==> src/rtl/bsg_dmc_ui_arbiter.sv <==
// bsg_dmc_ui_arbiter: shares one bsg_dmc user interface among num_ports_p
// requesters. Commands are arbitrated round-robin or by fixed priority.
// A write locks the interface until its last data beat is accepted. Read
// port IDs are kept in an in-order tag FIFO so that returned beats reach
// the port that issued the read.
module bsg_dmc_ui_arbiter #(
    parameter int num_ports_p         = 4,
    parameter int ui_addr_width_p     = 28,
    parameter int ui_data_width_p     = 128,
    parameter int ui_burst_len_p      = 2,
    parameter int rd_tag_fifo_depth_p = 8,
    parameter int fixed_prio_p        = 0
) (
    input  logic                                          clk_i,
    input  logic                                          reset_i,
    input  logic [num_ports_p*ui_addr_width_p-1:0]        port_addr_i,
    input  logic [num_ports_p*3-1:0]                      port_cmd_i,
    input  logic [num_ports_p-1:0]                        port_en_i,
    output logic [num_ports_p-1:0]                        port_rdy_o,
    input  logic [num_ports_p-1:0]                        port_wdf_wren_i,
    input  logic [num_ports_p*ui_data_width_p-1:0]        port_wdf_data_i,
    input  logic [num_ports_p*(ui_data_width_p>>3)-1:0]   port_wdf_mask_i,
    input  logic [num_ports_p-1:0]                        port_wdf_end_i,
    output logic [num_ports_p-1:0]                        port_wdf_rdy_o,
    output logic [num_ports_p-1:0]                        port_rd_data_valid_o,
    output logic [ui_data_width_p-1:0]                    port_rd_data_o,
    output logic [num_ports_p-1:0]                        port_rd_data_end_o,
    output logic [ui_addr_width_p-1:0]                    app_addr_o,
    output logic [2:0]                                    app_cmd_o,
    output logic                                          app_en_o,
    input  logic                                          app_rdy_i,
    output logic                                          app_wdf_wren_o,
    output logic [ui_data_width_p-1:0]                    app_wdf_data_o,
    output logic [(ui_data_width_p>>3)-1:0]               app_wdf_mask_o,
    output logic                                          app_wdf_end_o,
    input  logic                                          app_wdf_rdy_i,
    input  logic                                          app_rd_data_valid_i,
    input  logic [ui_data_width_p-1:0]                    app_rd_data_i,
    input  logic                                          app_rd_data_end_i,
    output logic [$clog2(rd_tag_fifo_depth_p+1)-1:0]      rd_outstanding_o,
    output logic                                          error_o
);

    localparam int mask_width_lp = ui_data_width_p >> 3;
    localparam int port_w_lp     = $clog2(num_ports_p);
    localparam int tag_ptr_w_lp  = (rd_tag_fifo_depth_p > 1) ? $clog2(rd_tag_fifo_depth_p) : 1;
    localparam int cnt_w_lp      = $clog2(rd_tag_fifo_depth_p + 1);

    typedef enum logic [2:0] {CMD_WR = 3'd0, CMD_RD = 3'd1} app_cmd_e;
    typedef enum logic {IDLE = 1'b0, WDATA = 1'b1} state_e;

    // Elaboration-time sanity checks on the configuration.
    if (num_ports_p < 2) begin : g_bad_ports
        $error("bsg_dmc_ui_arbiter: num_ports_p must be at least 2");
    end
    if (ui_burst_len_p < 1) begin : g_bad_burst
        $error("bsg_dmc_ui_arbiter: ui_burst_len_p must be at least 1");
    end

    state_e                 r_state;
    state_e                 w_state_nxt;
    logic [port_w_lp-1:0]   r_ptr;
    logic [port_w_lp-1:0]   r_wport;
    logic [port_w_lp-1:0]   r_tag_mem [rd_tag_fifo_depth_p];
    logic [tag_ptr_w_lp-1:0] r_tag_wr_ptr;
    logic [tag_ptr_w_lp-1:0] r_tag_rd_ptr;
    logic [cnt_w_lp-1:0]    r_tag_cnt;
    logic                   r_error;

    logic [num_ports_p-1:0] w_cand;
    logic                   w_grant_vld;
    logic [port_w_lp-1:0]   w_grant;
    logic                   w_full;
    logic                   w_empty;
    logic                   w_accept;
    logic                   w_push;
    logic                   w_pop;
    logic                   w_in_wdata;
    logic                   w_wr_done;
    logic                   w_rd_beat;
    logic [port_w_lp-1:0]   w_head;

    assign w_full  = (r_tag_cnt == cnt_w_lp'(rd_tag_fifo_depth_p));
    assign w_empty = (r_tag_cnt == '0);
    assign w_head  = r_tag_mem[r_tag_rd_ptr];

    // Candidate ports: valid requests, with reads held off while the tag FIFO is full.
    always_comb begin
        // NOTE: every signal driven here gets a default first so no path leaves it unassigned, which would infer a latch.
        w_cand = '0;
        for (int i = 0; i < num_ports_p; i++) begin
            w_cand[i] = port_en_i[i] & ~((port_cmd_i[i*3 +: 3] == CMD_RD) & w_full);
        end
    end

    // Grant selection; loops run from lowest to highest preference so the last hit wins.
    always_comb begin
        w_grant_vld = 1'b0;
        w_grant     = '0;
        if (fixed_prio_p != 0) begin
            for (int i = num_ports_p - 1; i >= 0; i--) begin
                if (w_cand[i]) begin
                    w_grant_vld = 1'b1;
                    w_grant     = port_w_lp'(i);
                end
            end
        end else begin
            for (int k = num_ports_p - 1; k >= 0; k--) begin
                if (w_cand[(int'(r_ptr) + k) % num_ports_p]) begin
                    w_grant_vld = 1'b1;
                    w_grant     = port_w_lp'((int'(r_ptr) + k) % num_ports_p);
                end
            end
        end
    end

    // Command path: the granted request goes straight to the DMC; only IDLE issues commands.
    always_comb begin
        app_en_o   = ~reset_i & (r_state == IDLE) & w_grant_vld;
        app_addr_o = port_addr_i[int'(w_grant)*ui_addr_width_p +: ui_addr_width_p];
        app_cmd_o  = port_cmd_i[int'(w_grant)*3 +: 3];
        w_accept   = app_en_o & app_rdy_i;
        w_push     = w_accept & (app_cmd_o == CMD_RD);
        port_rdy_o = '0;
        if (w_accept) begin
            port_rdy_o[w_grant] = 1'b1;
        end
    end

    // Write-data path: the locked port's wdf signals pass through in WDATA only.
    always_comb begin
        w_in_wdata     = ~reset_i & (r_state == WDATA);
        app_wdf_wren_o = w_in_wdata & port_wdf_wren_i[r_wport];
        app_wdf_end_o  = w_in_wdata & port_wdf_end_i[r_wport];
        app_wdf_data_o = port_wdf_data_i[int'(r_wport)*ui_data_width_p +: ui_data_width_p];
        app_wdf_mask_o = port_wdf_mask_i[int'(r_wport)*mask_width_lp +: mask_width_lp];
        w_wr_done      = app_wdf_wren_o & app_wdf_rdy_i & app_wdf_end_o;
        port_wdf_rdy_o = '0;
        if (w_in_wdata) begin
            port_wdf_rdy_o[r_wport] = app_wdf_rdy_i;
        end
    end

    // Read return: route each beat to the port at the head of the tag FIFO.
    always_comb begin
        w_rd_beat            = ~reset_i & app_rd_data_valid_i & ~w_empty;
        w_pop                = w_rd_beat & app_rd_data_end_i;
        port_rd_data_o       = app_rd_data_i;
        port_rd_data_valid_o = '0;
        port_rd_data_end_o   = '0;
        if (w_rd_beat) begin
            port_rd_data_valid_o[w_head] = 1'b1;
            port_rd_data_end_o[w_head]   = app_rd_data_end_i;
        end
    end

    // FSM next state: accepted write locks the interface until its last beat.
    always_comb begin
        w_state_nxt = r_state;
        case (r_state)
            IDLE:    if (w_accept && app_cmd_o == CMD_WR) w_state_nxt = WDATA;
            WDATA:   if (w_wr_done) w_state_nxt = IDLE;
            default: w_state_nxt = IDLE;
        endcase
    end

    // State, round-robin pointer and locked write port.
    always_ff @(posedge clk_i) begin
        // NOTE: sequential state uses non-blocking assignments so every register samples pre-edge values.
        if (reset_i) begin
            r_state <= IDLE;
            r_ptr   <= '0;
            r_wport <= '0;
        end else begin
            r_state <= w_state_nxt;
            if (w_accept) begin
                r_ptr <= (w_grant == port_w_lp'(num_ports_p - 1)) ? '0 : w_grant + 1'b1;
                if (app_cmd_o == CMD_WR) begin
                    r_wport <= w_grant;
                end
            end
        end
    end

    // Tag FIFO pointers and occupancy.
    always_ff @(posedge clk_i) begin
        if (reset_i) begin
            r_tag_wr_ptr <= '0;
            r_tag_rd_ptr <= '0;
            r_tag_cnt    <= '0;
        end else begin
            if (w_push) begin
                r_tag_wr_ptr <= (r_tag_wr_ptr == tag_ptr_w_lp'(rd_tag_fifo_depth_p - 1)) ? '0 : r_tag_wr_ptr + 1'b1;
            end
            if (w_pop) begin
                r_tag_rd_ptr <= (r_tag_rd_ptr == tag_ptr_w_lp'(rd_tag_fifo_depth_p - 1)) ? '0 : r_tag_rd_ptr + 1'b1;
            end
            case ({w_push, w_pop})
                2'b10:   r_tag_cnt <= r_tag_cnt + 1'b1;
                2'b01:   r_tag_cnt <= r_tag_cnt - 1'b1;
                default: r_tag_cnt <= r_tag_cnt;
            endcase
        end
    end

    // Tag storage written on each accepted read.
    always_ff @(posedge clk_i) begin
        // NOTE: the tag memory is not reset; the pointers and count define which entries are live.
        if (w_push) begin
            r_tag_mem[r_tag_wr_ptr] <= w_grant;
        end
    end

    // Sticky error: read data arrived with no outstanding tag.
    always_ff @(posedge clk_i) begin
        if (reset_i) begin
            r_error <= 1'b0;
        end else if (app_rd_data_valid_i && w_empty) begin
            r_error <= 1'b1;
        end
    end

    assign rd_outstanding_o = r_tag_cnt;
    assign error_o          = r_error;

endmodule

==> config.mk <==
export PLATFORM = sky130hd
export DESIGN_NAME = bsg_dmc_ui_arbiter
export DESIGN_NICKNAME = d
export VERILOG_FILES = /design/src/rtl/bsg_dmc_ui_arbiter.sv
export SDC_FILE = /design/constraint.sdc
export NUM_CORES = 1
export LEC_CHECK = 0
export ABC_AREA = 1
export BUFFER_PORTS_ARGS = -buffer_cell sky130_fd_sc_hd__buf_2
export CAP_MARGIN = 20
export CORE_AREA = 8 8 447 449
export CTS_CLUSTER_SIZE = 28
export DETAILED_ROUTE_END_ITERATION = 7
export DIE_AREA = 0 0 455 457
export PLACE_DENSITY = 0.3
export SLEW_MARGIN = 20
export SYNTH_ARGS = -nofsm -noshare
export SYNTH_HDL_FRONTEND = slang
export SYNTH_SLANG_ARGS = --single-unit
==> constraint.sdc <==
create_clock -name clk_i -period 6.4 [get_ports clk_i]
set_clock_uncertainty 0.15 [all_clocks]
set_input_delay 0.64 -clock clk_i [delete_from_list [all_inputs] [get_ports clk_i]]
set_output_delay 0.64 -clock clk_i [all_outputs]
set_load 0.05 [all_outputs]
==> implementation parameters, run 1 <==
Parameter                              Value

Power
  Worst supply voltage drop on vdd    0.08958 mV
  Leak pwr    6.092 nW
  Total power per unit cell area    221.3 nW/um2

Global routing
  GR Util met3    9.047%
  GRT Max-Usage Layer    met2
  Global-route usage over all layers    12.99%
  Number of antenna violations at the first check in global routing    235
  Wire length of the first global-routing pass    169400 um
  GR Util met2    23.48%
  Via count of the first global-routing pass    12416
  Largest net degree at the start of global routing    99
  Sum of overflow across all layers after global routing    0
  Met1 track utilization from global routing    12.36%

CTS
  CTS root buf    sky130_fd_sc_hd__clkbuf_16
  Clock latency on the worst-skew pair    290 ps
  Count of H-tree levels built during CTS    2
  CTS tree    built
  Clock input transition at the sequential cells of the worst setup and hold paths    60 ps
  Resize count post-CTS    0
  Post-cts hold buffer count    0
  Number of buffers on the longest clock path    2
  Number of clock buffers inserted by TritonCTS    5
  Number of buffers inserted by post-CTS setup repair    0
  Clock net sink count    35

Floorplanning
  CORE AREA    193200 um2
  Initial Util    3.660%
  I/O pin count    1173
  Die Area    207900 um2
  Die boundary width    455 um
  Die Span Y    457 um
  Placement row count    162

Finish
  Fraction of final layout cells sized beyond drive strength 1    51.40%
  Net total in the final layout    2747
  Most frequent cells in the layout    916 x sky130_fd_sc_hd__buf_2, 269 x sky130_fd_sc_hd__nand2_1, 232 x sky130_fd_sc_hd__a22oi_1
  Synth-to-Final Area Change    99.26%
  Final standard cell utilization of the core    7.292%
  Fin area    14090 um2
  Final cell count without fillers    4492
  Layout filler cell count    23110
  Commonest non-fill, non-tap cell in the layout    sky130_fd_sc_hd__buf_2

Route
  Detailed Route WL    143400 um
  Via total after detailed routing    12858
  Number of nets with antenna violations after routing    0
  Via density    2.862
  Drt first-iter violations    1011
  Mean routed wirelength per cell    31.93 um
  # DRC    0
  Drt pass-1 iters    5

Synth
  Main combinational cell family by area after synthesis    compound AO/OA/AOI/OAI gates
  Post-synthesis average cell area    6.084 um2
  Number of cells produced by synthesis    1162
  Area share of fa/ha/maj cells after synthesis    1.947%
  Synthesized area    7069 um2
  Fraction of synthesized area in multiplexers    0%
  Compound-gate portion of the synthesized area    32.92%
  Mapped Nets    2019
  Library cells used by synthesis    31
  Post-synthesis xor/xnor area fraction    0.3717%
  Number of register bits inferred by synthesis    35
  Simple-gate portion of the synthesized area    31.49%
  Count of warnings emitted by yosys    0
  Sequential cell area fraction in the yosys report    12.18%

Timing
  Least-Margin Pin Slew    990.4 ps
  F_max    228.6 MHz
  Part of the cycle the worst path needs    68.36%
  Setup repair after global routing missed its margin    no
  Hold violation count in the final report    0
  Max-slew violations    0
  Setup TNS    0 ps
  Setup-violating endpoint count in the final report    0
  Min cycle time layout    4375 ps
  Relative max-transition margin    33.82%

Setup path
  Cell type of the slowest stage on the worst timing path    sky130_fd_sc_hd__dfxtp_1
  Crit Path Max Fanout    36
  Slowest stage delay, CP    610 ps
  Startpoint class of the critical path    flop
  Worst path bufs/invs    5
  Arr. time, crit path    3590 ps
  Critical path class    flop to output pin
  Required arrival time at the worst endpoint    5610 ps
  Category of cells accounting for the largest share of critical-path delay    buffers and inverters
  Worst setup EP type    output pin
  Ordered cell list for the critical path    inv_1, nand3_1, nand2_1, nand2_1, o21ai_1, inv_2, nand2_2, nand2_4, nand2_4, inv_2, buf_4, nor2_1, o32ai_1, buf_2

Place
  Count of input and output buffers    916
  Detailed placer's ending HPWL    133500 um
  Placed instance count    4425
  Placer congestion estimate    0.9088
  Placed cell area    13800 um2

Status
  Status    complete, no violations

Hold path
  Tightest Hold Check Type    flop to flop

Run
  Max Cap Viol    0
## worst register-to-register path: stages, from the launching register on
cell                       delay (ps)
sky130_fd_sc_hd__dfxtp_1          610
sky130_fd_sc_hd__inv_1            180
sky130_fd_sc_hd__nand3_1          140
sky130_fd_sc_hd__nand2_1           80
sky130_fd_sc_hd__nand2_1           80
sky130_fd_sc_hd__nand3_1          120
sky130_fd_sc_hd__a21oi_4          690
sky130_fd_sc_hd__buf_4            530
sky130_fd_sc_hd__nand2_1          140
sky130_fd_sc_hd__nand2_2          140
sky130_fd_sc_hd__nand3_2          140
sky130_fd_sc_hd__ha_1             270
sky130_fd_sc_hd__nand2_1           80
sky130_fd_sc_hd__inv_1             50
sky130_fd_sc_hd__nor2_1           120
sky130_fd_sc_hd__nand3_1          120
sky130_fd_sc_hd__o31ai_1          100
sky130_fd_sc_hd__o211ai_1         140
sky130_fd_sc_hd__o21ai_0          160
sky130_fd_sc_hd__a21oi_1           50
## area by class of cell
type | instances | area, um2 | share of cell area, %
flip-flops and latches | 35 | 860.8 | 6.111
multi-input cells | 863 | 4746 | 33.69
clock inverters | 2 | 12.51 | 0.08883
inverters | 50 | 195.2 | 1.386
well taps | 2542 | 3181 | 22.58
clock buffers | 6 | 128.9 | 0.9149
repair buffers | 935 | 4815 | 34.18
diodes | 59 | 147.6 | 1.048
## synthesized netlist by cell type
library cell,number,share of area (%)
sky130_fd_sc_hd__o21ai_1,3,0.21
sky130_fd_sc_hd__buf_1,1,0.053
sky130_fd_sc_hd__buf_6,1,0.16
sky130_fd_sc_hd__o31ai_1,2,0.21
sky130_fd_sc_hd__nand2_2,7,0.62
sky130_fd_sc_hd__nor3_1,9,0.64
sky130_fd_sc_hd__nor2_1,139,7.4
sky130_fd_sc_hd__nand2_1,269,14
sky130_fd_sc_hd__buf_4,128,14
sky130_fd_sc_hd__o32ai_1,32,4.0
sky130_fd_sc_hd__edfxtp_1,16,6.8
sky130_fd_sc_hd__nand3_1,88,6.2
sky130_fd_sc_hd__xnor2_1,1,0.12
sky130_fd_sc_hd__nand4_1,5,0.44
sky130_fd_sc_hd__nand2_4,4,0.64
sky130_fd_sc_hd__a21oi_4,1,0.23
sky130_fd_sc_hd__nand3_2,2,0.28
sky130_fd_sc_hd__ha_1,11,1.9
sky130_fd_sc_hd__o21ai_0,41,2.9
sky130_fd_sc_hd__nand3_4,2,0.50
sky130_fd_sc_hd__a22oi_1,232,25
sky130_fd_sc_hd__xor2_1,2,0.25
sky130_fd_sc_hd__a31oi_1,1,0.089
sky130_fd_sc_hd__dfxtp_1,19,5.4
sky130_fd_sc_hd__inv_2,5,0.27
sky130_fd_sc_hd__inv_1,45,2.4
sky130_fd_sc_hd__o211ai_1,1,0.11
sky130_fd_sc_hd__buf_2,10,0.71
sky130_fd_sc_hd__a21oi_1,8,0.57
sky130_fd_sc_hd__nor2_4,3,0.48
sky130_fd_sc_hd__clkbuf_1,74,3.9
## report_power, final
group | leakage [nW] | switching (mW) | internal, mW
clock | 0.0672 | 0.0971 | 0.144
sequential | 0.300 | 0.0153 | 0.253
combinational | 5.72 | 2.00 | 0.607
## flip-flops by register name (all words and copies together) (netlist names), named ones only
signal	count
r_wport	2
r_tag_wr_ptr	3
r_state	1
r_ptr	2
r_tag_rd_ptr	3
r_tag_mem	16
rd_outstanding_o	4
error_o	1
## per-layer routing
layer,part of all wire (%),wire (um)
met5,0.61,868
met4,2.2,3193
met3,16,22490
met2,49,70850
met1,32,46040
## kinds of logic (layout without fill, tap and decap cells)
logic type                 Yosys count  in the layout
AOI/OAI and AO/OA                  321            321
xor gates and xnor gates             3              3
buffers and inverters              264            993
adders and majority gates           11             11
DFF                                 35             35
other                                0             59
and+or+nand+nor                    528            528
## through the flow
stage / total power, mW / hold slack (ps) / worst slack (ps)
2_1_floorplan: 2.074 / 312.0 / 2345
3_3_place_gp: 2.974 / 290.1 / 1964
3_5_place_dp: 2.976 / 298.1 / 1919
4_1_cts: 3.226 / 309.7 / 2051
5_1_grt: 3.305 / 354.0 / 1727
6_report: 3.117 / 303.8 / 2025
## worst paths after layout
| path | start | end | slack (ps) | depth (start not counted) |
|---|---|---|---|---|
| setup reg to reg | r_ptr[0]$_SDFFE_PP0P_ | rd_outstanding_o[3]$_SDFFE_PP0P_ | 2170 | 19 |
| hold reg to reg | error_o$_SDFFE_PP0P_ | error_o$_SDFFE_PP0P_ | 300 | 2 |
| setup / recovery | r_ptr[0]$_SDFFE_PP0P_ | app_addr_o[17] | 2020 | 14 |
| hold / removal | error_o$_SDFFE_PP0P_ | error_o$_SDFFE_PP0P_ | 300 | 2 |
(Power assumes the default switching activity.)
==> run 2, diff against run 1 <==
ABC_AREA = 0   (was 1)
CORE_AREA = 8 8 453 455   (was 8 8 447 449)
DIE_AREA = 0 0 461 463   (was 0 0 455 457)
clock period = 4.4 ns   (was 6.4 ns; I/O delays follow)
==> implementation parameters, run 2 <==
Parameter                              Value

Synth
  Area share of fa/ha/maj cells after synthesis    1.914% (was 1.947%)
  Cell type contributing the most total cell area after synthesis    sky130_fd_sc_hd__mux4_2 (was sky130_fd_sc_hd__a22oi_1)
  Primary FF master, synth    sky130_fd_sc_hd__dfxtp_1 (unchanged)
  Compound-gate portion of the synthesized area    7.656% (was 32.92%)
  Mapped Nets    1503 (was 2019)
  Post-synthesis xor/xnor area fraction    0.4872% (was 0.3717%)
  Most instantiated library cell after synthesis    sky130_fd_sc_hd__mux4_2 (was sky130_fd_sc_hd__nand2_1)
  Main combinational cell family by area after synthesis    multiplexers (was compound AO/OA/AOI/OAI gates)
  Post-synthesis average cell area    11.13 um2 (was 6.084 um2)
  Ranking of synthesized cells by instance count    153 x sky130_fd_sc_hd__mux4_2, 129 x sky130_fd_sc_hd__buf_4, 73 x sky130_fd_sc_hd__nand2_1 (was 269 x sky130_fd_sc_hd__nand2_1, 232 x sky130_fd_sc_hd__a22oi_1, 139 x sky130_fd_sc_hd__nor2_1)
  Area fraction of the dominant cell type after synthesis    47.92% (was 24.64%)
  Library cells used by synthesis    44 (was 31)
  Number of cells produced by synthesis    646 (was 1162)
  Fraction of synthesized area in multiplexers    49.43% (was 0%)
  EDFF count, synth    16 (unchanged)
  Simple-gate portion of the synthesized area    11.31% (was 31.49%)
  Sequential cell area fraction in the yosys report    11.97% (was 12.18%)
  Synthesized area    7191 um2 (was 7069 um2)
  Fraction of synthesis flops using an asynchronous set or reset pin    0% (unchanged)
  Synth area leaders    sky130_fd_sc_hd__mux4_2 48%, sky130_fd_sc_hd__buf_4 13%, sky130_fd_sc_hd__edfxtp_1 6.7% (was sky130_fd_sc_hd__a22oi_1 25%, sky130_fd_sc_hd__nand2_1 14%, sky130_fd_sc_hd__buf_4 14%)
  Count of warnings emitted by yosys    0 (unchanged)
  Number of register bits inferred by synthesis    35 (unchanged)

Global routing
  Sum of overflow across all layers after global routing    0 (unchanged)
  Global-route usage over all layers    12.65% (was 12.99%)
  Largest net degree at the start of global routing    53 (was 99)
  Via count of the first global-routing pass    10369 (was 12416)
  Wire length of the first global-routing pass    166400 um (was 169400 um)
  Number of antenna violations at the first check in global routing    274 (was 235)

Place
  Detailed placer's ending HPWL    135900 um (was 133500 um)
  Placer congestion estimate    0.9650 (was 0.9088)
  Placed cell area    14230 um2 (was 13800 um2)
  Placed instance count    4055 (was 4425)
  Count of input and output buffers    916 (unchanged)
  Worst slack at placement    129.5 ps (was 1919 ps)

Hold path
  Tightest Hold Check Type    primary input to flop (was flop to flop)

Timing
  Part of the cycle the worst path needs    95.56%
  Hold violation count in the final report    0 (unchanged)
  Least-Margin Pin Slew    881.2 ps (was 990.4 ps)
  Min cycle time layout    4205 ps
  Relative max-transition margin    41.25% (was 33.82%)
  Slack of the critical path    195.3 ps (was 2025 ps)
  Max-slew violations    0 (unchanged)
  Setup repair after global routing missed its margin    no (unchanged)
  Setup-violating endpoint count in the final report    0 (unchanged)
  F_max    237.8 MHz

Finish
  Net total in the final layout    2266 (was 2747)
  Fin area    14570 um2 (was 14090 um2)
  Commonest non-fill, non-tap cell in the layout    sky130_fd_sc_hd__buf_2 (unchanged)
  Largest register FFs    16 (unchanged)
  Final standard cell utilization of the core    7.351% (was 7.292%)
  Fraction of final layout cells sized beyond drive strength 1    80.07% (was 51.40%)
  Final cell count without fillers    4118 (was 4492)
  Register with the highest flop count    r_tag_mem (unchanged)
  Most frequent cells in the layout    916 x sky130_fd_sc_hd__buf_2, 153 x sky130_fd_sc_hd__mux4_2, 73 x sky130_fd_sc_hd__nand2_1 (was 916 x sky130_fd_sc_hd__buf_2, 269 x sky130_fd_sc_hd__nand2_1, 232 x sky130_fd_sc_hd__a22oi_1)
  Synth-to-Final Area Change    102.6% (was 99.26%)

Setup path
  Required arrival time at the worst endpoint    3810 ps (was 5610 ps)
  Reg-to-reg critical path startpoint    rd_outstanding_o[0]$_SDFFE_PP0P_ (was r_ptr[0]$_SDFFE_PP0P_)
  Startpoint class of the critical path    flop (unchanged)
  Worst R2R Setup Slack    300 ps (was 2170 ps)
  Crit Path Max Fanout    53 (was 36)
  Arr. time, crit path    3610 ps (was 3590 ps)
  Worst setup EP type    output pin (unchanged)
  FF-to-FF End    rd_outstanding_o[2]$_SDFFE_PP0P_ (was rd_outstanding_o[3]$_SDFFE_PP0P_)
  Endpoint of the most critical setup path    port_rdy_o[0] (was app_addr_o[17])
  Critical path class    flop to output pin (unchanged)
  Critical path origin    rd_outstanding_o[0]$_SDFFE_PP0P_ (was r_ptr[0]$_SDFFE_PP0P_)
  R2r worst-path depth    14 (was 19)

CTS
  Number of buffers on the longest clock path    2 (unchanged)
  Clock latency on the worst-skew pair    280 ps (was 290 ps)
  CTS tree    built (unchanged)
  CTS root buf    sky130_fd_sc_hd__clkbuf_16 (unchanged)
  Number of clock buffers inserted by TritonCTS    5 (unchanged)
  Count of H-tree levels built during CTS    2 (unchanged)
  Clock input transition at the sequential cells of the worst setup and hold paths    60 ps (about the same)
  Clock net sink count    35 (unchanged)

Floorplanning
  Placement row count    164 (was 162)
  CORE AREA    198200 um2 (was 193200 um2)
  Die Span Y    463 um (was 457 um)
  Initial Util    3.628% (was 3.660%)
  Die boundary width    461 um (was 455 um)
  Die Area    213400 um2 (was 207900 um2)
  I/O pin count    1173 (unchanged)

Power
  Clk pwr share    15.8% (was 7.7%)
  Internal power contribution    1.208 mW (was 1.004 mW)
  Leak pwr    5.620 nW (was 6.092 nW)
  Fraction of power spent switching nets    54.19% (was 67.80%)
  Worst supply voltage drop on vdd    0.1289 mV (was 0.08958 mV)
  Power share of the sequential group    13.9% (was 8.6%)
  Overall Power    2.637 mW (was 3.117 mW)
  Switching power total    1.429 mW (was 2.113 mW)
  Total power per unit cell area    181.0 nW/um2 (was 221.3 nW/um2)
  Combinational cell fraction of total power    70.4% (was 83.7%)

Route
  Via total after detailed routing    10882 (was 12858)
  Drt first-iter violations    944 (was 1011)
  Detailed Route WL    143700 um (was 143400 um)
  # DRC    0 (unchanged)
  Drt pass-1 iters    5 (unchanged)
  Number of nets with antenna violations after routing    0 (unchanged)
  Via density    2.643 (was 2.862)
  Mean routed wirelength per cell    34.90 um (was 31.93 um)

Run
  Max Cap Viol    0 (unchanged)

Status
  Status    complete, no violations (unchanged)
## run 2: changes by cell type in the layout (fill, tap and decap cells not counted), moves of 31 or more
cell | before | now
sky130_fd_sc_hd__nand2_1 | 269 | 73
sky130_fd_sc_hd__nand3_1 | 88 | 2
sky130_fd_sc_hd__a22oi_1 | 232 | 0
sky130_fd_sc_hd__inv_1 | 43 | 11
sky130_fd_sc_hd__mux4_2 | 0 | 153
sky130_fd_sc_hd__nor2_1 | 136 | 18
sky130_fd_sc_hd__o32ai_1 | 32 | 0
sky130_fd_sc_hd__and2_1 | 0 | 31
sky130_fd_sc_hd__o21ai_0 | 41 | 4
## run 2: logic make-up (layout without fill, tap and decap cells)
logic type / Yosys count / count (layout)
other: 0 / 52
buffers and inverters: 197 / 961
adder cells (fa/ha/maj): 11 / 11
multiplexers: 163 / 163
AND/OR/NAND/NOR: 161 / 161
XOR/XNOR: 4 / 4
flip-flops: 35 / 35
AO/OA/AOI/OAI: 75 / 75
## run 2: critical path, cell delays in order, from the launching register on
cell and delay, ps:
sky130_fd_sc_hd__dfxtp_2 360, sky130_fd_sc_hd__or4b_4 630, sky130_fd_sc_hd__o41ai_2 420, sky130_fd_sc_hd__mux2i_1 210, sky130_fd_sc_hd__a211oi_4 390, sky130_fd_sc_hd__clkbuf_8 480
sky130_fd_sc_hd__inv_1 160, sky130_fd_sc_hd__ha_1 220, sky130_fd_sc_hd__and3_1 220, sky130_fd_sc_hd__buf_2 240
## run 2: power groups by stage
stage          Combinational, mW  Clock [mW]  Sequential (mW)
2_1_floorplan               1.31           0            0.365
3_3_place_gp                1.89           0            0.375
3_5_place_dp                1.89           0            0.375
4_1_cts                     1.90       0.423            0.368
5_1_grt                     1.94       0.437            0.369
6_report                    1.86       0.416            0.366
## run 2: through the flow
step / setup TNS (ps) / hold WS, ps
floorplan: -39.33 / 314.3
detailed placement: 0 / 314.8
global route: 0 / 305.5
finish: 0 / 277.2
CTS: 0 / 267.3
global placement: 0 / 301.3
## run 2: how the worst min path moves through the flow
stage                                 endpoint                          from  cells after the start
final                     error_o$_SDFFE_PP0P_           app_rd_data_valid_i                      3
after global routing      error_o$_SDFFE_PP0P_           app_rd_data_valid_i                      3
after CTS                 error_o$_SDFFE_PP0P_           app_rd_data_valid_i                      3
after detailed placement  error_o$_SDFFE_PP0P_          error_o$_SDFFE_PP0P_                      2
after global placement    error_o$_SDFFE_PP0P_          error_o$_SDFFE_PP0P_                      2
after floorplan                           flop  r_tag_rd_ptr[1]$_SDFFE_PP0P_                      2
## run 2: cell type report
| class | count | area, um2 |
|---|---|---|
| Clock inverter | 3 | 43.79 |
| Antenna cell | 52 | 130.1 |
| Multi-Input combinational cell | 414 | 5167 |
| Inverter | 12 | 45.04 |
| Sequential cell | 35 | 875.8 |
| Tap cell | 2656 | 3323 |
| Fill cell | 23443 | 183600 |
| Timing Repair Buffer | 941 | 4861 |
| Clock buffer | 5 | 125.1 |
## run 2: repair_timing
action | 4_1_cts | 5_1_grt
hold buffers | 0 | 0
setup endpoints to repair | 31 | 24
setup buffers | 0 | 3
pin swaps | 0 | 1
resized for setup | 3 | 2
hold endpoints to repair | 0 | 0
## run 2: metal layers
layer | routed length [um] | vias to the layer above | track usage, %
met2 | 62750 | 1107 | 20.09
met3 | 17460 | 419 | 6.091
met5 | 788 | - | 0
li1 | - | 4017 | -
met4 | 3194 | 120 | 1.577
met1 | 59530 | 5219 | 15.95
==> run 3, diff against run 2 <==
BUFFER_PORTS_ARGS = -buffer_cell sky130_fd_sc_hd__buf_4   (was -buffer_cell sky130_fd_sc_hd__buf_2)
CTS_BUF_LIST = sky130_fd_sc_hd__clkbuf_16   (was unset)
==> implementation parameters, run 3 (synthesis results as in run 2) <==
Parameter                              Value

Floorplanning
  Die Span Y    463 um (unchanged)
  Die Area    213400 um2 (unchanged)
  Die boundary width    461 um (unchanged)
  CORE AREA    198200 um2 (unchanged)
  Initial Util    3.628% (unchanged)
  I/O pin count    1173 (unchanged)
  Placement row count    164 (unchanged)

Global routing
  Largest net degree at the start of global routing    58 (was 53)
  Sum of overflow across all layers after global routing    0 (unchanged)
  Global-route usage over all layers    12.64% (was 12.65%)
  Wire length of the first global-routing pass    166200 um (was 166400 um)
  Via count of the first global-routing pass    10317 (was 10369)
  Number of antenna violations at the first check in global routing    190 (was 274)

Finish
  Largest register FFs    16 (unchanged)
  Final standard cell utilization of the core    8.457% (was 7.351%)
  Combined flip-flop and latch cell area    875.8 um2 (unchanged)
  Final cell count without fillers    4092 (was 4118)
  Area of the multi-input gates    5161 um2 (was 5167 um2)
  Commonest non-fill, non-tap cell in the layout    sky130_fd_sc_hd__buf_4 (was sky130_fd_sc_hd__buf_2)
  Fraction of final layout cells sized beyond drive strength 1    79.74% (was 80.07%)
  Register with the highest flop count    r_tag_mem (unchanged)
  Synth-to-Final Area Change    133.1% (was 102.6%)
  Most frequent cells in the layout    929 x sky130_fd_sc_hd__buf_4, 153 x sky130_fd_sc_hd__mux4_2, 73 x sky130_fd_sc_hd__nand2_1 (was 916 x sky130_fd_sc_hd__buf_2, 153 x sky130_fd_sc_hd__mux4_2, 73 x sky130_fd_sc_hd__nand2_1)
  Layout filler cell count    23264 (was 23443)
  Fin area    16760 um2 (was 14570 um2)
  Net total in the final layout    2263 (was 2266)

Timing
  F_max    238.2 MHz (was 237.8 MHz)
  Worst hold margin    259.3 ps (was 277.2 ps)
  Min cycle time layout    4199 ps (was 4205 ps)
  Part of the cycle the worst path needs    95.43% (was 95.56%)
  Setup repair after global routing missed its margin    no (unchanged)
  Hold violation count in the final report    0 (unchanged)
  Max-slew violations    0 (unchanged)
  Relative max-transition margin    32.29% (was 41.25%)
  Setup TNS    0 ps (unchanged)
  Slack of the critical path    201.2 ps (was 195.3 ps)
  Setup-violating endpoint count in the final report    0 (unchanged)
  Least-Margin Pin Slew    1014 ps (was 881.2 ps)

Route
  Mean routed wirelength per cell    35.11 um (was 34.90 um)
  # DRC    0 (unchanged)
  Drt pass-1 iters    6 (was 5)
  Drt first-iter violations    981 (was 944)
  Via total after detailed routing    10401 (was 10882)
  Detailed Route WL    143700 um (about the same)
  Via density    2.542 (was 2.643)
  Number of nets with antenna violations after routing    0 (unchanged)

Hold path
  Hold_sp    app_rd_data_valid_i (unchanged)
  Tightest Hold Check Type    primary input to flop (unchanged)
  Hold EP    error_o$_SDFFE_PP0P_ (unchanged)
  Cell depth of the worst min-delay path    3 (unchanged)

Setup path
  Crit Path Max Fanout    57 (was 53)
  Worst setup EP type    output pin (unchanged)
  Reg-to-reg critical path startpoint    rd_outstanding_o[0]$_SDFFE_PP0P_ (unchanged)
  Cell type of the slowest stage on the worst timing path    sky130_fd_sc_hd__or4b_4 (unchanged)
  Worst R2R Setup Slack    340 ps (was 300 ps)
  R2r worst-path depth    13 (was 14)
  Slowest stage delay, CP    620 ps (was 630 ps)
  Critical path class    flop to output pin (unchanged)
  Startpoint class of the critical path    flop (unchanged)
  Category of cells accounting for the largest share of critical-path delay    compound AO/OA/AOI/OAI gates (was buffers and inverters)
  Worst path bufs/invs    2 (was 3)
  Arr. time, crit path    3610 ps (about the same)
  FF-to-FF End    rd_outstanding_o[2]$_SDFFE_PP0P_ (unchanged)
  Required arrival time at the worst endpoint    3810 ps (about the same)
  Ordered cell list for the critical path    or4b_4, o41ai_2, mux2i_1, a211oi_4, buf_8, a211oi_1, a31oi_1, buf_4 (was or4b_4, o41ai_2, mux2i_1, a211oi_4, clkbuf_8, inv_1, ha_1, and3_1, buf_2)

CTS
  Number of buffers inserted by post-CTS setup repair    0 (unchanged)
  CTS tree    built (unchanged)
  CTS root buf    sky130_fd_sc_hd__clkbuf_16 (unchanged)
  Clock input transition at the sequential cells of the worst setup and hold paths    60 ps (about the same)
  Number of buffers on the longest clock path    2 (unchanged)
  Post-cts hold buffer count    0 (unchanged)
  Number of clock buffers inserted by TritonCTS    5 (unchanged)
  Clock net sink count    35 (unchanged)
  Clock latency on the worst-skew pair    270 ps (was 280 ps)
  Count of H-tree levels built during CTS    2 (unchanged)

Power
  Worst supply voltage drop on vdd    0.1598 mV (was 0.1289 mV)
  Power share of the sequential group    13.1% (was 13.9%)
  Clk pwr share    11.8% (was 15.8%)
  Overall Power    2.786 mW (was 2.637 mW)
  Internal power contribution    1.412 mW (was 1.208 mW)
  Total power per unit cell area    166.2 nW/um2 (was 181.0 nW/um2)
  Fraction of power spent switching nets    49.33% (was 54.19%)
  Switching power total    1.374 mW (was 1.429 mW)
  Combinational cell fraction of total power    75.1% (was 70.4%)
  Leak pwr    6.373 nW (was 5.620 nW)

Place
  Placer congestion estimate    1.018 (was 0.9650)
  Placed cell area    16530 um2 (was 14230 um2)
  Placed instance count    4055 (unchanged)
  Detailed placer's ending HPWL    135900 um (about the same)
  Count of input and output buffers    916 (unchanged)
  Worst slack at placement    140.6 ps (was 129.5 ps)

Status
  Status    complete, no violations (unchanged)

Run
  Max Cap Viol    0 (unchanged)
-- run 3: cell count changes in the layout (fill, tap and decap cells not counted), sizes merged --
cell,change
diode,-23
buf,-2
bufinv,-1
clkbuf,-1
inv,+1
-- run 3: worst register-to-register path: cells and delay by family (launching register included) --
family / cells / cell delay (ps)
simple gates: 3 / 1200
compound gates: 4 / 990
mux: 2 / 610
fa+ha+maj: 2 / 400
flops: 1 / 360
xor+xnor: 2 / 280
-- run 3: power groups by stage --
stage | Combinational, mW | Sequential (mW) | Clock, mW
finish | 2.09 | 0.365 | 0.328
global route | 2.19 | 0.367 | 0.349
CTS | 2.15 | 0.367 | 0.341
detailed placement | 2.14 | 0.373 | 0
global placement | 2.14 | 0.374 | 0
floorplan | 1.31 | 0.365 | 0
-- run 3: metal layers --
metal | wire length (um) | GRT usage [%]
met1 | 59210 | 15.67
met3 | 17580 | 6.551
met4 | 3074 | 2.259
met2 | 63090 | 19.71
met5 | 731 | 0
-- run 3: how the worst max path moves through the flow --
stage,from,to,slack [ps],cells past startpoint
6_report,rd_outstanding_o[0]$_SDFFE_PP0P_,app_addr_o[25],200,8
5_1_grt,rd_outstanding_o[0]$_SDFFE_PP0P_,rd_outstanding_o[2]$_SDFFE_PP0P_,20,13
4_1_cts,rd_outstanding_o[0]$_SDFFE_PP0P_,app_addr_o[15],20,10
3_5_place_dp,rd_outstanding_o[0]$_SDFFE_PP0P_,app_addr_o[15],140,10
3_3_place_gp,rd_outstanding_o[0]$_SDFFE_PP0P_,app_addr_o[15],180,10
2_1_floorplan,rd_outstanding_o[1]$_SDFFE_PP0P_,rd_outstanding_o[2]$_SDFFE_PP0P_,-40,16
-- run 3: cell type report --
type / count / area share [%]
Antenna cell: 29 / 0.4329
Clock buffer: 5 / 0.7464
Clock inverter: 3 / 0.06717
Inverter: 12 / 0.2687
Multi-Input combinational cell: 414 / 30.79
Sequential cell: 35 / 5.225
Tap cell: 2656 / 19.82
Timing Repair Buffer: 938 / 42.65
-- run 3: repair_timing --
item                       in CTS  in global routing
cloned                          0                  0
setup endpoints to repair      25                 24
resized for setup               2                  5
pin swaps                       0                  2
